==> src/rtl/switchbox_cfg_pkg.sv <==
// Shared constants and types for the switch-box configuration loader.
// Side codes, table geometry, frame sync byte, FSM state and error-code enums.
package switchbox_cfg_pkg;

   localparam int NTB   = 5;
   localparam int NLR   = 4;
   localparam int SEL_W = 3;
   localparam int IDX_W = 3;
   localparam int EW    = SEL_W + IDX_W;
   localparam int N     = 2 * NTB + 2 * NLR;
   localparam int TW    = N * EW;

   localparam logic [7:0] SYNC = 8'hA5;

   localparam logic [SEL_W-1:0] SEL_NONE   = 3'd0;
   localparam logic [SEL_W-1:0] SEL_TOP    = 3'd1;
   localparam logic [SEL_W-1:0] SEL_RIGHT  = 3'd2;
   localparam logic [SEL_W-1:0] SEL_BOTTOM = 3'd3;
   localparam logic [SEL_W-1:0] SEL_LEFT   = 3'd4;

   localparam int TOP_BASE   = 0;
   localparam int BOT_BASE   = 5;
   localparam int LEFT_BASE  = 10;
   localparam int RIGHT_BASE = 14;

   typedef enum logic [1:0] {
      ERR_NONE    = 2'd0,
      ERR_CSUM    = 2'd1,
      ERR_ILLEGAL = 2'd2
   } err_code_e;

   typedef enum logic [1:0] {
      ST_HUNT    = 2'd0,
      ST_PAYLOAD = 2'd1,
      ST_CSUM    = 2'd2
   } ld_state_e;

endpackage

==> src/rtl/switchbox_cfg_entry_check.sv <==
// Combinational legality check of one routing-select entry {idx, sel}.
// Ports: entry_i (EW-bit entry), legal_o (1 = entry may be committed).
module switchbox_cfg_entry_check #(
   parameter int NTB = 5,
   parameter int NLR = 4
) (
   input  logic [switchbox_cfg_pkg::EW-1:0] entry_i,
   output logic                             legal_o
);

   logic [2:0] sel;
   logic [2:0] idx;

   assign sel = entry_i[2:0];
   assign idx = entry_i[5:3];

   // NONE ignores idx; top/bottom sides have NTB lanes, left/right NLR.
   always_comb begin
      legal_o = 1'b0;
      case (sel)
         switchbox_cfg_pkg::SEL_NONE:   legal_o = 1'b1;
         switchbox_cfg_pkg::SEL_TOP,
         switchbox_cfg_pkg::SEL_BOTTOM: legal_o = (int'(idx) < NTB);
         switchbox_cfg_pkg::SEL_RIGHT,
         switchbox_cfg_pkg::SEL_LEFT:   legal_o = (int'(idx) < NLR);
         default:                       legal_o = 1'b0;
      endcase
   end

endmodule

==> src/rtl/switchbox_cfg_loader.sv <==
// Serial framed loader for the 3x3 switch-box routing-select table.
// Ports: clk, rst_n, cfg_din/cfg_vld (serial in), cfg_active (table), cfg_done/cfg_err pulses, err_code, busy.
module switchbox_cfg_loader
   import switchbox_cfg_pkg::*;
(
   input  logic          clk,
   input  logic          rst_n,
   input  logic          cfg_din,
   input  logic          cfg_vld,
   output logic [TW-1:0] cfg_active,
   output logic          cfg_done,
   output logic          cfg_err,
   output logic [1:0]    err_code,
   output logic          busy
);

   localparam logic [6:0] CNT_LAST = 7'(TW - 1);
   localparam logic [2:0] BIT_LAST = 3'(EW - 1);

   ld_state_e       state_q, state_d;
   logic [6:0]      win_q;
   logic [6:0]      cnt_q;
   logic [2:0]      ebit_q;
   logic [EW-2:0]   ent_q;
   logic [2:0]      ccnt_q;
   logic [EW-2:0]   rx_q;
   logic [EW-1:0]   xor_q;
   logic            ill_q;
   logic [TW-1:0]   shadow_q;
   logic [TW-1:0]   active_q;
   logic            done_q;
   logic            err_q;
   err_code_e       code_q;

   logic [7:0]      win_nxt;
   logic [EW-1:0]   ent_nxt;
   logic [EW-1:0]   rx_nxt;
   logic            sync_hit;
   logic            ent_end;
   logic            pay_end;
   logic            frame_end;
   logic            ent_legal;
   logic            good;

   // Window/entry/checksum registers hold only the history; the live bit
   // is appended combinationally so decisions land on the consuming edge.
   assign win_nxt   = {win_q, cfg_din};
   assign ent_nxt   = {ent_q, cfg_din};
   assign rx_nxt    = {rx_q, cfg_din};
   assign sync_hit  = (state_q == ST_HUNT) && cfg_vld && (win_nxt == SYNC);
   assign ent_end   = (state_q == ST_PAYLOAD) && cfg_vld && (ebit_q == BIT_LAST);
   assign pay_end   = ent_end && (cnt_q == CNT_LAST);
   assign frame_end = (state_q == ST_CSUM) && cfg_vld && (ccnt_q == BIT_LAST);
   assign good      = !ill_q && (rx_nxt == xor_q);

   switchbox_cfg_entry_check #(
      .NTB (NTB),
      .NLR (NLR)
   ) u_check (
      .entry_i (ent_nxt),
      .legal_o (ent_legal)
   );

   always_ff @(posedge clk or negedge rst_n) begin
      if (!rst_n) state_q <= ST_HUNT;
      else        state_q <= state_d;
   end

   always_comb begin
      state_d = state_q;
      unique case (state_q)
         ST_HUNT:    if (sync_hit)  state_d = ST_PAYLOAD;
         ST_PAYLOAD: if (pay_end)   state_d = ST_CSUM;
         ST_CSUM:    if (frame_end) state_d = ST_HUNT;
         default:                   state_d = ST_HUNT;
      endcase
   end

   always_comb begin
      busy       = (state_q != ST_HUNT);
      cfg_done   = done_q;
      cfg_err    = err_q;
      err_code   = code_q;
      cfg_active = active_q;
   end

   always_ff @(posedge clk or negedge rst_n) begin
      if (!rst_n) begin
         win_q    <= '0;
         cnt_q    <= '0;
         ebit_q   <= '0;
         ent_q    <= '0;
         ccnt_q   <= '0;
         rx_q     <= '0;
         xor_q    <= '0;
         ill_q    <= 1'b0;
         shadow_q <= '0;
         active_q <= '0;
         done_q   <= 1'b0;
         err_q    <= 1'b0;
         code_q   <= ERR_NONE;
      end else begin
         done_q <= frame_end && good;
         err_q  <= frame_end && !good;
         if (cfg_vld) begin
            unique case (state_q)
               ST_HUNT: begin
                  if (sync_hit) begin
                     win_q  <= '0;
                     cnt_q  <= '0;
                     ebit_q <= '0;
                     ent_q  <= '0;
                     ccnt_q <= '0;
                     rx_q   <= '0;
                     xor_q  <= '0;
                     ill_q  <= 1'b0;
                  end else begin
                     win_q <= win_nxt[6:0];
                  end
               end
               ST_PAYLOAD: begin
                  cnt_q <= cnt_q + 7'd1;
                  ent_q <= ent_nxt[EW-2:0];
                  if (ent_end) begin
                     ebit_q   <= '0;
                     // Entry 0 arrives first and drifts down to bits [EW-1:0].
                     shadow_q <= {ent_nxt, shadow_q[TW-1:EW]};
                     xor_q    <= xor_q ^ ent_nxt;
                     if (!ent_legal) ill_q <= 1'b1;
                  end else begin
                     ebit_q <= ebit_q + 3'd1;
                  end
               end
               ST_CSUM: begin
                  ccnt_q <= ccnt_q + 3'd1;
                  rx_q   <= rx_nxt[EW-2:0];
                  if (frame_end) begin
                     win_q <= '0;
                     if (good) begin
                        active_q <= shadow_q;
                        code_q   <= ERR_NONE;
                     end else if (ill_q) begin
                        code_q <= ERR_ILLEGAL;
                     end else begin
                        code_q <= ERR_CSUM;
                     end
                  end
               end
               default: ;
            endcase
         end
      end
   end

endmodule

==> config.mk <==
export PLATFORM = sky130hd
export DESIGN_NAME = switchbox_cfg_loader
export DESIGN_NICKNAME = d
export VERILOG_FILES = /design/src/rtl/switchbox_cfg_pkg.sv /design/src/rtl/switchbox_cfg_entry_check.sv /design/src/rtl/switchbox_cfg_loader.sv
export SDC_FILE = /design/constraint.sdc
export NUM_CORES = 1
export LEC_CHECK = 0
export ABC_AREA = 1
export BUFFER_PORTS_ARGS = -buffer_cell sky130_fd_sc_hd__buf_2
export CAP_MARGIN = 20
export CELL_PAD_IN_SITES_DETAIL_PLACEMENT = 1
export CELL_PAD_IN_SITES_GLOBAL_PLACEMENT = 1
export CORE_MARGIN = 1.5
export CORE_UTILIZATION = 46
export CTS_BUF_LIST = sky130_fd_sc_hd__clkbuf_4 sky130_fd_sc_hd__clkbuf_8
export CTS_CLUSTER_DIAMETER = 50
export DETAILED_ROUTE_END_ITERATION = 12
export PLACE_DENSITY = 0.89
export SLEW_MARGIN = 20
export SYNTH_ARGS = -nofsm -noshare
export SYNTH_HDL_FRONTEND = slang
export SYNTH_HIERARCHICAL = 1
export SYNTH_SLANG_ARGS = --single-unit
==> constraint.sdc <==
create_clock -name clk -period 2.1 [get_ports clk]
set_input_delay 0.105 -clock clk [delete_from_list [all_inputs] [get_ports clk]]
set_output_delay 0.105 -clock clk [all_outputs]
set_load 0.05 [all_outputs]
==> results of run 1 <==
==> state kept, by name, summed over array words and instances, names as in the netlist, 2 cells and up <==
register / cells
cfg_active: 108
win_q: 7
cnt_q: 7
xor_q: 6
ccnt_q: 3
ebit_q: 3
ent_q: 5
state_q: 2
shadow_q: 108
err_code: 2
rx_q: 5
==> cells in the final DEF (no fill, tap or decap) <==
master / n
buf_2: 115
a21oi_1: 6
clkinv_1: 1
dlygate4sd3_1: 3
clkbuf_8: 53
clkinv_2: 4
a21oi_2: 1
dfrtp_1: 259
buf_8: 1
a31oi_1: 1
clkinvlp_4: 1
inv_2: 1
nor3_4: 1
o22ai_1: 1
nand3b_1: 1
inv_1: 37
nor2_1: 21
nand2_4: 1
clkbuf_4: 17
nand3_4: 1
buf_12: 13
nor3_1: 2
nand3_1: 23
xnor2_1: 6
nor2_4: 3
nand4_1: 111
xor2_1: 5
buf_4: 14
o31ai_1: 1
o21ai_0: 19
nor2_2: 2
or2_2: 7
nand2_1: 634
ha_1: 5
==> stage by stage <==
step                      power, mW  hold slack (ps)  area (µm²)  utilization, %  worst slack (ps)
after floorplan                6.84             -191       10700               -               574
after global placement         7.56              116       11700            51.4               328
after detailed placement       7.65              120       11700            51.4               176
after CTS                      12.3              139       12600            55.4               120
after global routing           12.6              151       12600            55.4              8.12
final                          12.2              131       12600            55.4              91.0
==> cell families after synthesis <==
logic type | Yosys count | synth area share (%)
fa+ha+maj | 5 | 0.584
flops | 259 | 60.5
compound gates | 29 | 1.44
xor+xnor | 11 | 0.899
buf+inv | 117 | 5.00
simple gates | 807 | 31.6
==> power breakdown <==
part           internal (mW)  total, mW  switching, mW  leakage, nW
sequential              5.18       5.34          0.160         3.57
combinational          0.518       2.27           1.75         3.20
clock                   2.56       4.57           2.01        0.471
==> per-layer routing <==
metal  up-vias  GRT usage (%)
li1       4141              -
met1      4630           34.2
met2       268           45.5
met3        87           4.08
met4         0           10.2
met5         -              0
==> final cells by class <==
class                   instances  area [µm²]  area share (%)
clock inverters                 4        22.5           0.179
clock buffers                  70         857            6.81
well taps                     285         357            2.83
repair buffers                146         986            7.83
flip-flops and latches        259        6480            51.5
multi-input cells             852        3730            29.7
inverters                      40         151            1.20
==> path summary, 6_finish.rpt <==
path                                             from                    endpoint  slack (ps)
max                            state_q[1]$_DFFE_PN0P_  cfg_active[99]$_DFFE_PN0P_          90
min                                             rst_n  cfg_active[24]$_DFFE_PN0P_         130
max reg2reg                    state_q[1]$_DFFE_PN0P_  cfg_active[99]$_DFFE_PN0P_          90
min reg2reg                cfg_active[21]$_DFFE_PN0P_  cfg_active[21]$_DFFE_PN0P_         460
max in group asynchronous                       rst_n        win_q[1]$_DFFE_PN0P_        1200
min in group clk           cfg_active[21]$_DFFE_PN0P_  cfg_active[21]$_DFFE_PN0P_         460
==> repair_timing <==
action,4_1_cts,5_1_grt
buffers inserted,0,1
endpoints found under the hold margin,95,0
hold buffers,3,0
setup endpoints to repair,0,1
==> critical path, cell delays in order, from the launching register on <==
cell     delay (ps)
dfrtp_1         420
inv_2           140
nor2_2          140
nand2_1         170
nor3_4          340
nand3_4         110
buf_12          270
nand2_1         160
nand2_1         100
==> out/summary.txt, run 1 <==
Root Buffer = clkbuf_8
Slew @ Worst Pin = 580 ps
Setup Total Neg Slack = 0 ps
Top sig layer = met4
Maximum operating frequency = 0.498 GHz
WL/cell = 18.7 µm
Boundary Pins = 117
RSZ-0062 raised after global routing = false
CP required = 2520 ps
Clock skew = 17.9 ps
Cell Rows = 55
Final wirelength = 31.0 mm
Seq cells post-synth = 259
Max-slew violations = 0
Main synth FF type = dfrtp_1
Initial antenna violation count = 0
Largest net degree at the start of global routing = 110
Register area share after synthesis = 60.5%
Top cell type's share of synthesized area = 60.5%
Mapped Avg Cell Area = 8.72 µm²
N_diodes = 0
Crit path DAT = 2430 ps
Met3 wire length = 1.43 mm
Number of global-route vias before repair = 9,918
Final Non-Filler Cells = 1,656
Hold crit path type = in2async
Core Area = 22,700 µm²
Highest ir drop seen on vdd = 548 µV
Port bufs = 116
First-pass GRT wire length = 51.5 mm
Number of enable flip-flop cells after synthesis = 0
Fillers = 2,672
Most common cell in the netlist = nand2_1
CTS Buf Count = 42
Worst Setup Start Kind = flip-flop
Placed insts = 1,578
Cts repair resizes = 0
Setup violations, final = 0
CTS H-tree lvls = 2
Worst-Skew Late Latency = 540 ps
Share of cells above drive strength 1 = 17.1%
First-pass DRT Iterations = 5
Area leader, netlist = dfrtp_1
Vias per inst = 5.51
Initial Util = 47.2%
Overall Global Routing Usage = 26.6%
Reg clk slew, reported paths = 60 ps
Worst setup EP type = flip-flop
Metal-1 WL = 13.1 mm
Synthesized instance count = 1,228
LEAKAGE = 7.24 nW
Most instantiated cells after synthesis = nand2_1, dfrtp_1, nand4_1, buf_2, inv_1
Final period util = 95.7%
Largest cells by area after synthesis = dfrtp_1, nand2_1, nand4_1, buf_2, inv_1
PwrDens = 967 nW/µm²
Die width = 156 µm
Syn nets = 1,237
Initial DRC count = 631
Max transition margin = 61.4%
Total of max-cap violations = 0
CTS tree = yes
Detailed Place HPWL = 19.1 mm
Final ANT Viol Nets = 0
Nets@finish = 1,350
Synth Warn # = 6
Grt total ovfl = 0
Residual DRC = 0
Synth unique cells = 29
Via count = 9,126
CP Max Fanout = 109
Area grow syn2layout = 17.5%
Reg2Reg Depth = 8
DIE AREA = 24,200 µm²
Setup Crit Path Kind = reg2reg
DIE HEIGHT = 156 µm
Status = complete, no violations
Final hold vios = 0
Clk buf depth = 3
Gpl congestion = 0.782
Cell Area, Synth = 10,700 µm²
Tmin final = 2010 ps
Async S/R FF share, synth = 100%
Met2 WL post-DR = 15.4 mm
Clk sink count = 259
Power figures use the tool's default switching activity.
==> run 2: changes to the inputs <==
--- a/config.mk
+++ b/config.mk
@@ -7,7 +7,7 @@
 export LEC_CHECK = 0
 export ABC_AREA = 1
 export BUFFER_PORTS_ARGS = -buffer_cell sky130_fd_sc_hd__buf_2
-export CAP_MARGIN = 20
+export CAP_MARGIN = 25
 export CELL_PAD_IN_SITES_DETAIL_PLACEMENT = 1
 export CELL_PAD_IN_SITES_GLOBAL_PLACEMENT = 1
 export CORE_MARGIN = 1.5
@@ -16,7 +16,6 @@
 export CTS_CLUSTER_DIAMETER = 50
 export DETAILED_ROUTE_END_ITERATION = 12
 export PLACE_DENSITY = 0.89
-export SLEW_MARGIN = 20
 export SYNTH_ARGS = -nofsm -noshare
 export SYNTH_HDL_FRONTEND = slang
 export SYNTH_HIERARCHICAL = 1
==> constraint.sdc (replaced) <==
create_clock -name clk -period 2.1 [get_ports clk]
set_input_delay 0.63 -clock clk [delete_from_list [all_inputs] [get_ports clk]]
set_output_delay 0.63 -clock clk [all_outputs]
set_load 0.05 [all_outputs]
==> run 2 against run 1 <==
  * Via count down 1.5%
  * Setup slack better by 0.69 ps
  * Flip-flop and latch count unchanged
  * Global-route usage is 0.70 points lower
  * Design area rose by 0.55%
  * Largest power group unchanged
==> out/summary.txt, run 2 (same netlist as run 1, synthesis figures left out) <==
Area grow syn2layout = 18.2%
Detailed Place HPWL = 18.8 mm (-1.3%)
Clk sink count = 259 (unchanged)
Util after Layout = 55.7% (+0.30 points)
Max-slew violations = 0 (unchanged)
LEAKAGE = 7.28 nW (+0.64%)
Core Area = 22,700 µm² (unchanged)
CTS tree = yes
Maximum operating frequency = 0.498 GHz (about the same)
Highest ir drop seen on vdd = 577 µV (+5.4%)
Nets@finish = 1,358 (+0.59%)
Slew @ Worst Pin = 481 ps (-98.2 ps)
N_diodes = 0 (unchanged)
Final ANT Viol Nets = 0 (unchanged)
Fillers = 2,680 (+0.30%)
Port bufs = 116 (unchanged)
Boundary Pins = 117 (unchanged)
Residual DRC = 0 (unchanged)
Reg area = 6480 µm² (unchanged)
Most common cell after layout, fill and taps aside = nand2_1
Setup Crit Path Kind = reg2out
Worst Setup Start Kind = flip-flop
Max transition margin = 67.9% (+6.5 points)
Reg clk slew, reported paths = 50 ps (about the same)
Setup violations, final = 0 (unchanged)
Clk buf depth = 3 (unchanged)
Status = complete, no violations
Worst setup EP type = output port
DIE HEIGHT = 156 µm (unchanged)
Total of max-cap violations = 0 (unchanged)
Largest net degree at the start of global routing = 100 (-9.1%)
WL/cell = 18.3 µm (-2.4%)
Initial antenna violation count = 1 (+1)
RSZ-0062 raised after global routing = false
CTS Buf Count = 43 (+2.4%)
Number of global-route vias before repair = 9,670 (-2.5%)
Share of cells above drive strength 1 = 17.7% (+0.52 points)
Grt total ovfl = 0 (unchanged)
First-pass GRT wire length = 50.1 mm (-2.8%)
Clock skew = 29.2 ps (+11.2 ps)
Root Buffer = clkbuf_8
Vias per inst = 5.41 (-1.8%)
PwrDens = 963 nW/µm² (-0.47%)
Gpl congestion = 0.785 (+0.37%)
Final period util = 95.6% (about the same)
Area used by multi-input combinational logic = 3740 µm² (about the same)
Worst-Skew Late Latency = 570 ps (+30 ps)
Tmin final = 2010 ps (-0.692 ps)
Final wirelength = 30.3 mm (-2.1%)
Final hold vios = 0 (unchanged)
DIE AREA = 24,200 µm² (unchanged)
First-pass DRT Iterations = 5 (unchanged)
Initial Util = 47.2% (unchanged)
Leading cell types in the layout, fill and taps excluded = nand2_1, dfrtp_1, buf_2
Cell Rows = 55 (unchanged)
CP Max Fanout = 3 (-97%)
CP required = 1470 ps (-1050 ps)
Hold crit path type = in2reg
Hold Slack = 383 ps (+253 ps)
Overall Global Routing Usage = 25.9% (-0.70 points)
Post-route cell area = 12,700 µm² (+0.55%)
Initial DRC count = 580 (-8.1%)
Crit path DAT = 1380 ps (-1050 ps)
Via count = 8,991 (-1.5%)
Die width = 156 µm (unchanged)
Placed instance area = 11,700 µm² (+0.49%)
CTS H-tree lvls = 2 (unchanged)
==> run 2: layer usage <==
| layer | track usage (%) | routed length (µm) | share of wire, % |
|---|---|---|---|
| met1 | 33.4 | 13000 | 43 |
| met2 | 44.7 | 15400 | 51 |
| met3 | 4.67 | 1330 | 4.4 |
| met4 | 7.66 | 606 | 2.0 |
| met5 | 0 | 7 | 0.023 |
==> run 2: path summary, 6_finish.rpt <==
check	startpoint	end	slack, ps	cells after the start
worst max-delay path	state_q[1]$_DFFE_PN0P_	busy	90	3
worst min-delay path	cfg_vld	ccnt_q[2]$_DFFE_PN0P_	380	3
worst max register to register	state_q[0]$_DFFE_PN0P_	cfg_active[61]$_DFFE_PN0P_	100	9
worst min register to register	cfg_active[48]$_DFFE_PN0P_	cfg_active[48]$_DFFE_PN0P_	460	2
max in group asynchronous	rst_n	shadow_q[104]$_DFFE_PN0P_	880	3
min in group asynchronous	rst_n	cfg_active[24]$_DFFE_PN0P_	560	2
==> run 2: what timing repair did <==
action                                  4_1_cts  5_1_grt
gates resized for setup                       2        0
buffers inserted                              0        4
hold endpoints to repair                     30        0
pin swaps                                     1        2
hold buffers                                  1        0
endpoints found under the setup margin        1       47
==> run 2: power breakdown <==
group,internal [mW],switching (mW)
Combinational,0.541,1.76
Clock,2.55,2.01
Sequential,5.19,0.150
==> run 2: metrics by stage <==
step           power, mW  TNS, ps  worst slack, ps  cells
4_1_cts             12.3        0             20.0   1657
2_1_floorplan       6.84        0              301   1228
6_report            12.2        0             91.7   1661
3_5_place_dp        7.67     -126            -44.6   1584
3_3_place_gp        7.59        0             58.0   1584
5_1_grt             12.7        0             33.9   1661
==> run 2: critical path, stage by stage (launching register included) <==
cell and delay (ps):
dfrtp_1 410, nor2_2 120, inv_1 100, buf_4 200
==> run 2: final cells by class <==
type	instances	area share [%]
clock inverter	3	0.168
tap	285	2.82
sequential	259	51.2
multi-input combinational	852	29.5
inverter	40	1.20
clock buffer	69	6.71
timing repair buffer	153	8.38
==> run 3: changes to the inputs <==
--- a/config.mk
+++ b/config.mk
@@ -10,13 +10,13 @@
 export CAP_MARGIN = 25
 export CELL_PAD_IN_SITES_DETAIL_PLACEMENT = 1
 export CELL_PAD_IN_SITES_GLOBAL_PLACEMENT = 1
+export CORE_ASPECT_RATIO = 0.5
 export CORE_MARGIN = 1.5
-export CORE_UTILIZATION = 46
+export CORE_UTILIZATION = 47
 export CTS_BUF_LIST = sky130_fd_sc_hd__clkbuf_4 sky130_fd_sc_hd__clkbuf_8
 export CTS_CLUSTER_DIAMETER = 50
 export DETAILED_ROUTE_END_ITERATION = 12
 export PLACE_DENSITY = 0.89
 export SYNTH_ARGS = -nofsm -noshare
 export SYNTH_HDL_FRONTEND = slang
-export SYNTH_HIERARCHICAL = 1
 export SYNTH_SLANG_ARGS = --single-unit
==> run 3 against run 2 <==
  * Synthesized cell count shrank 14%
  * Clock skew down 11 ps
  * Via count fell by 16%
  * Register-to-register slack better by 110 ps
  * Die area down 6.3%
  * Setup slack got worse by 18 ps
  * Power shrank 16%
  * Sequential power is 1% higher
  * Flip-flop and latch count unchanged
  * Sequential share of layout area is 3.2 points higher
  * Area after synthesis decreased by 4.6%
  * Critical endpoint unchanged
  * Largest cell class unchanged
  * Highest routed layer is now met4
==> out/summary.txt, run 3 <==
CP required = 1470 ps (about the same)
Final hold vios = 0 (unchanged)
Place WS = 18.3 ps (+62.9 ps)
Max transition margin = 65.2% (-2.7 points)
Grt met1 use = 28.9% (-4.5 points)
Worst setup EP type = output port
Setup Fix Bufs, Post-CTS = 0 (unchanged)
First-pass GRT wire length = 42.0 mm (-16%)
GRT met2 Usage = 42.3% (-2.4 points)
Gpl congestion = 0.785 (unchanged)
Register area share after synthesis = 63.5% (+3.0 points)
Final ANT Viol Nets = 0 (unchanged)
Number of global-route vias before repair = 8,249 (-15%)
Top cell type's share of synthesized area = 63.5% (+3.0 points)
Final Non-Filler Cells = 1,500 (-9.7%)
Mapped Avg Cell Area = 9.65 µm² (+11%)
Residual DRC = 0 (unchanged)
Initial DRC count = 450 (-22%)
Status = complete, no violations
Clk sink count = 259 (unchanged)
Initial antenna violation count = 0 (-1)
CTS H-tree lvls = 2 (unchanged)
RSZ-0062 raised after global routing = false
Overall Global Routing Usage = 23.5% (-2.4 points)
Cell Area, Synth = 10,200 µm² (-4.6%)
Port bufs = 116 (unchanged)
Initial Util = 48.8% (+1.6 points)
Largest net degree at the start of global routing = 107 (+7.0%)
Final setup margin = 74.1 ps (-17.6 ps)
Most instantiated cells after synthesis = nand2_1, dfrtp_1, inv_1, o21ai_0, o21ai_1
Total of max-cap violations = 0 (unchanged)
Worst Setup Start Kind = flip-flop
Tmin final = 2030 ps (+17.6 ps)
CTS Buf Count = 37 (-14%)
Nets@finish = 1,195 (-12%)
Worst-Skew Late Latency = 530 ps (-40 ps)
Root Buffer = clkbuf_8
Boundary Pins = 117 (unchanged)
Leading cell types in the layout, fill and taps excluded = nand2_1, dfrtp_1, inv_1
PwrDens = 858 nW/µm² (-11%)
Cell Rows = 37 (-33%)
Hold Slack = 34.5 ps (-349 ps)
CTS tree = yes
Crit path DAT = 1400 ps (+20 ps)
Fillers = 2,395 (-11%)
Slew @ Worst Pin = 522 ps (+40.3 ps)
Setup Crit Path Kind = reg2out
WL/cell = 16.9 µm (-7.6%)
Most common cell in the netlist = nand2_1
Most Crowded Layer GR = met2
Via count = 7,563 (-16%)
Hold crit path type = in2async
Number of enable flip-flop cells after synthesis = 0 (unchanged)
Syn nets = 1,067 (-14%)
Grt total ovfl = 0 (unchanged)
Maximum operating frequency = 0.494 GHz (-0.87%)
Core Area = 20,900 µm² (-7.9%)
Clk buf depth = 3 (unchanged)
Reg2Reg Depth = 8 (-1)
Synth unique cells = 29 (unchanged)
N_diodes = 0 (unchanged)
Area leader, netlist = dfrtp_1
Main synth FF type = dfrtp_1
Hold_buf cts = 0 (-1)
Vias per inst = 5.04 (-6.9%)
LEAKAGE = 5.75 nW (-21%)
Most common cell after layout, fill and taps aside = nand2_1
Clock skew = 18.4 ps (-10.7 ps)
Max-slew violations = 0 (unchanged)
Grt met3 use = 4.48% (-0.19 points)
DIE HEIGHT = 107 µm (-31%)
DIE AREA = 22,700 µm² (-6.3%)
Final wirelength = 25.3 mm (-17%)
Post-route total power = 10.2 mW (-16%)
Largest cells by area after synthesis = dfrtp_1, nand2_1, o21ai_0, inv_1, o21ai_1
Synth Warn # = 0 (-6)
Detailed Place HPWL = 17.0 mm (-9.6%)
Die width = 211 µm (+36%)
Setup Total Neg Slack = 0 ps (unchanged)
CP Max Fanout = 4 (+1)
Async S/R FF share, synth = 100% (unchanged)
Highest ir drop seen on vdd = 474 µV (-18%)
Final period util = 96.5% (+0.84 points)
Cts repair resizes = 1 (-1)
Setup violations, final = 0 (unchanged)
Area grow syn2layout = 16.8%
Seq cells post-synth = 259 (unchanged)
Worst R2R Setup Slack = 210 ps (+110 ps)
Placed insts = 1,439 (-9.2%)
Share of cells above drive strength 1 = 19.8% (+2.1 points)
First-pass DRT Iterations = 4 (-1)
Reg clk slew, reported paths = 70 ps (+20 ps)
Synthesized instance count = 1,058 (-14%)
[run 3: cell types whose count changed in the layout (fill, tap and decap cells not counted), moves of 9 or more]
cell,delta
o21ai_2,+28
nand2_1,-344
o21ai_1,+78
nand3_1,-9
inv_1,+106
o21ai_0,+117
nand4_1,-107
[run 3: layout make-up]
| class | instances | area (µm²) | share of cell area, % |
|---|---|---|---|
| Multi-Input combinational cell | 605 | 2930 | 24.6 |
| Tap cell | 292 | 365 | 3.06 |
| Inverter | 144 | 541 | 4.53 |
| Sequential cell | 259 | 6480 | 54.4 |
| Timing Repair Buffer | 139 | 863 | 7.24 |
| Clock buffer | 56 | 714 | 5.99 |
| Clock inverter | 5 | 30.0 | 0.252 |
[run 3: critical path: stages (launching register included)]
cell and delay [ps]:
dfrtp_2 460, nor2_4 160, inv_1 50, buf_2 200
[run 3: stage by stage]
stage,instance area [µm²],utilization [%]
final,11900,57.0
after global routing,11900,57.0
after CTS,11900,56.9
after detailed placement,11200,53.4
after global placement,11200,53.4
after floorplan,10200,-
[run 3: layer usage]
layer,up-vias,share of wire [%]
met5,-,0
met4,0,1.9
met3,38,3.4
met2,114,52
met1,3822,43
li1,3589,-
[run 3: report_power, final]
group	leakage [nW]	switching, mW	internal [mW]
combinational	1.81	0.492	0.259
clock	0.391	1.91	2.16
sequential	3.55	0.220	5.19
total	5.75	2.62	7.61
[run 3: logic make-up (layout without fill, tap and decap cells)]
| kind of cell | Yosys count | in the layout | synth area share [%] |
|---|---|---|---|
| buffers and inverters | 194 | 344 | 8.07 |
| AO/OA/AOI/OAI | 255 | 255 | 13.6 |
| flip-flops | 259 | 259 | 63.5 |
| adder cells (fa/ha/maj) | 5 | 5 | 0.613 |
| AND/OR/NAND/NOR | 331 | 331 | 13.0 |
| XOR/XNOR | 14 | 14 | 1.20 |
[run 3: path summary, 6_finish.rpt]
kind / startpoint / end
hold reg to reg: cfg_active[70]$_DFFE_PN0P_ / cfg_active[70]$_DFFE_PN0P_
setup / recovery: state_q[1]$_DFFE_PN0P_ / busy
setup reg to reg: ccnt_q[1]$_DFFE_PN0P_ / cfg_active[58]$_DFFE_PN0P_
hold / removal: rst_n / cfg_active[4]$_DFFE_PN0P_
min in group clk: cfg_active[70]$_DFFE_PN0P_ / cfg_active[70]$_DFFE_PN0P_
max in group asynchronous: rst_n / cfg_active[71]$_DFFE_PN0P_
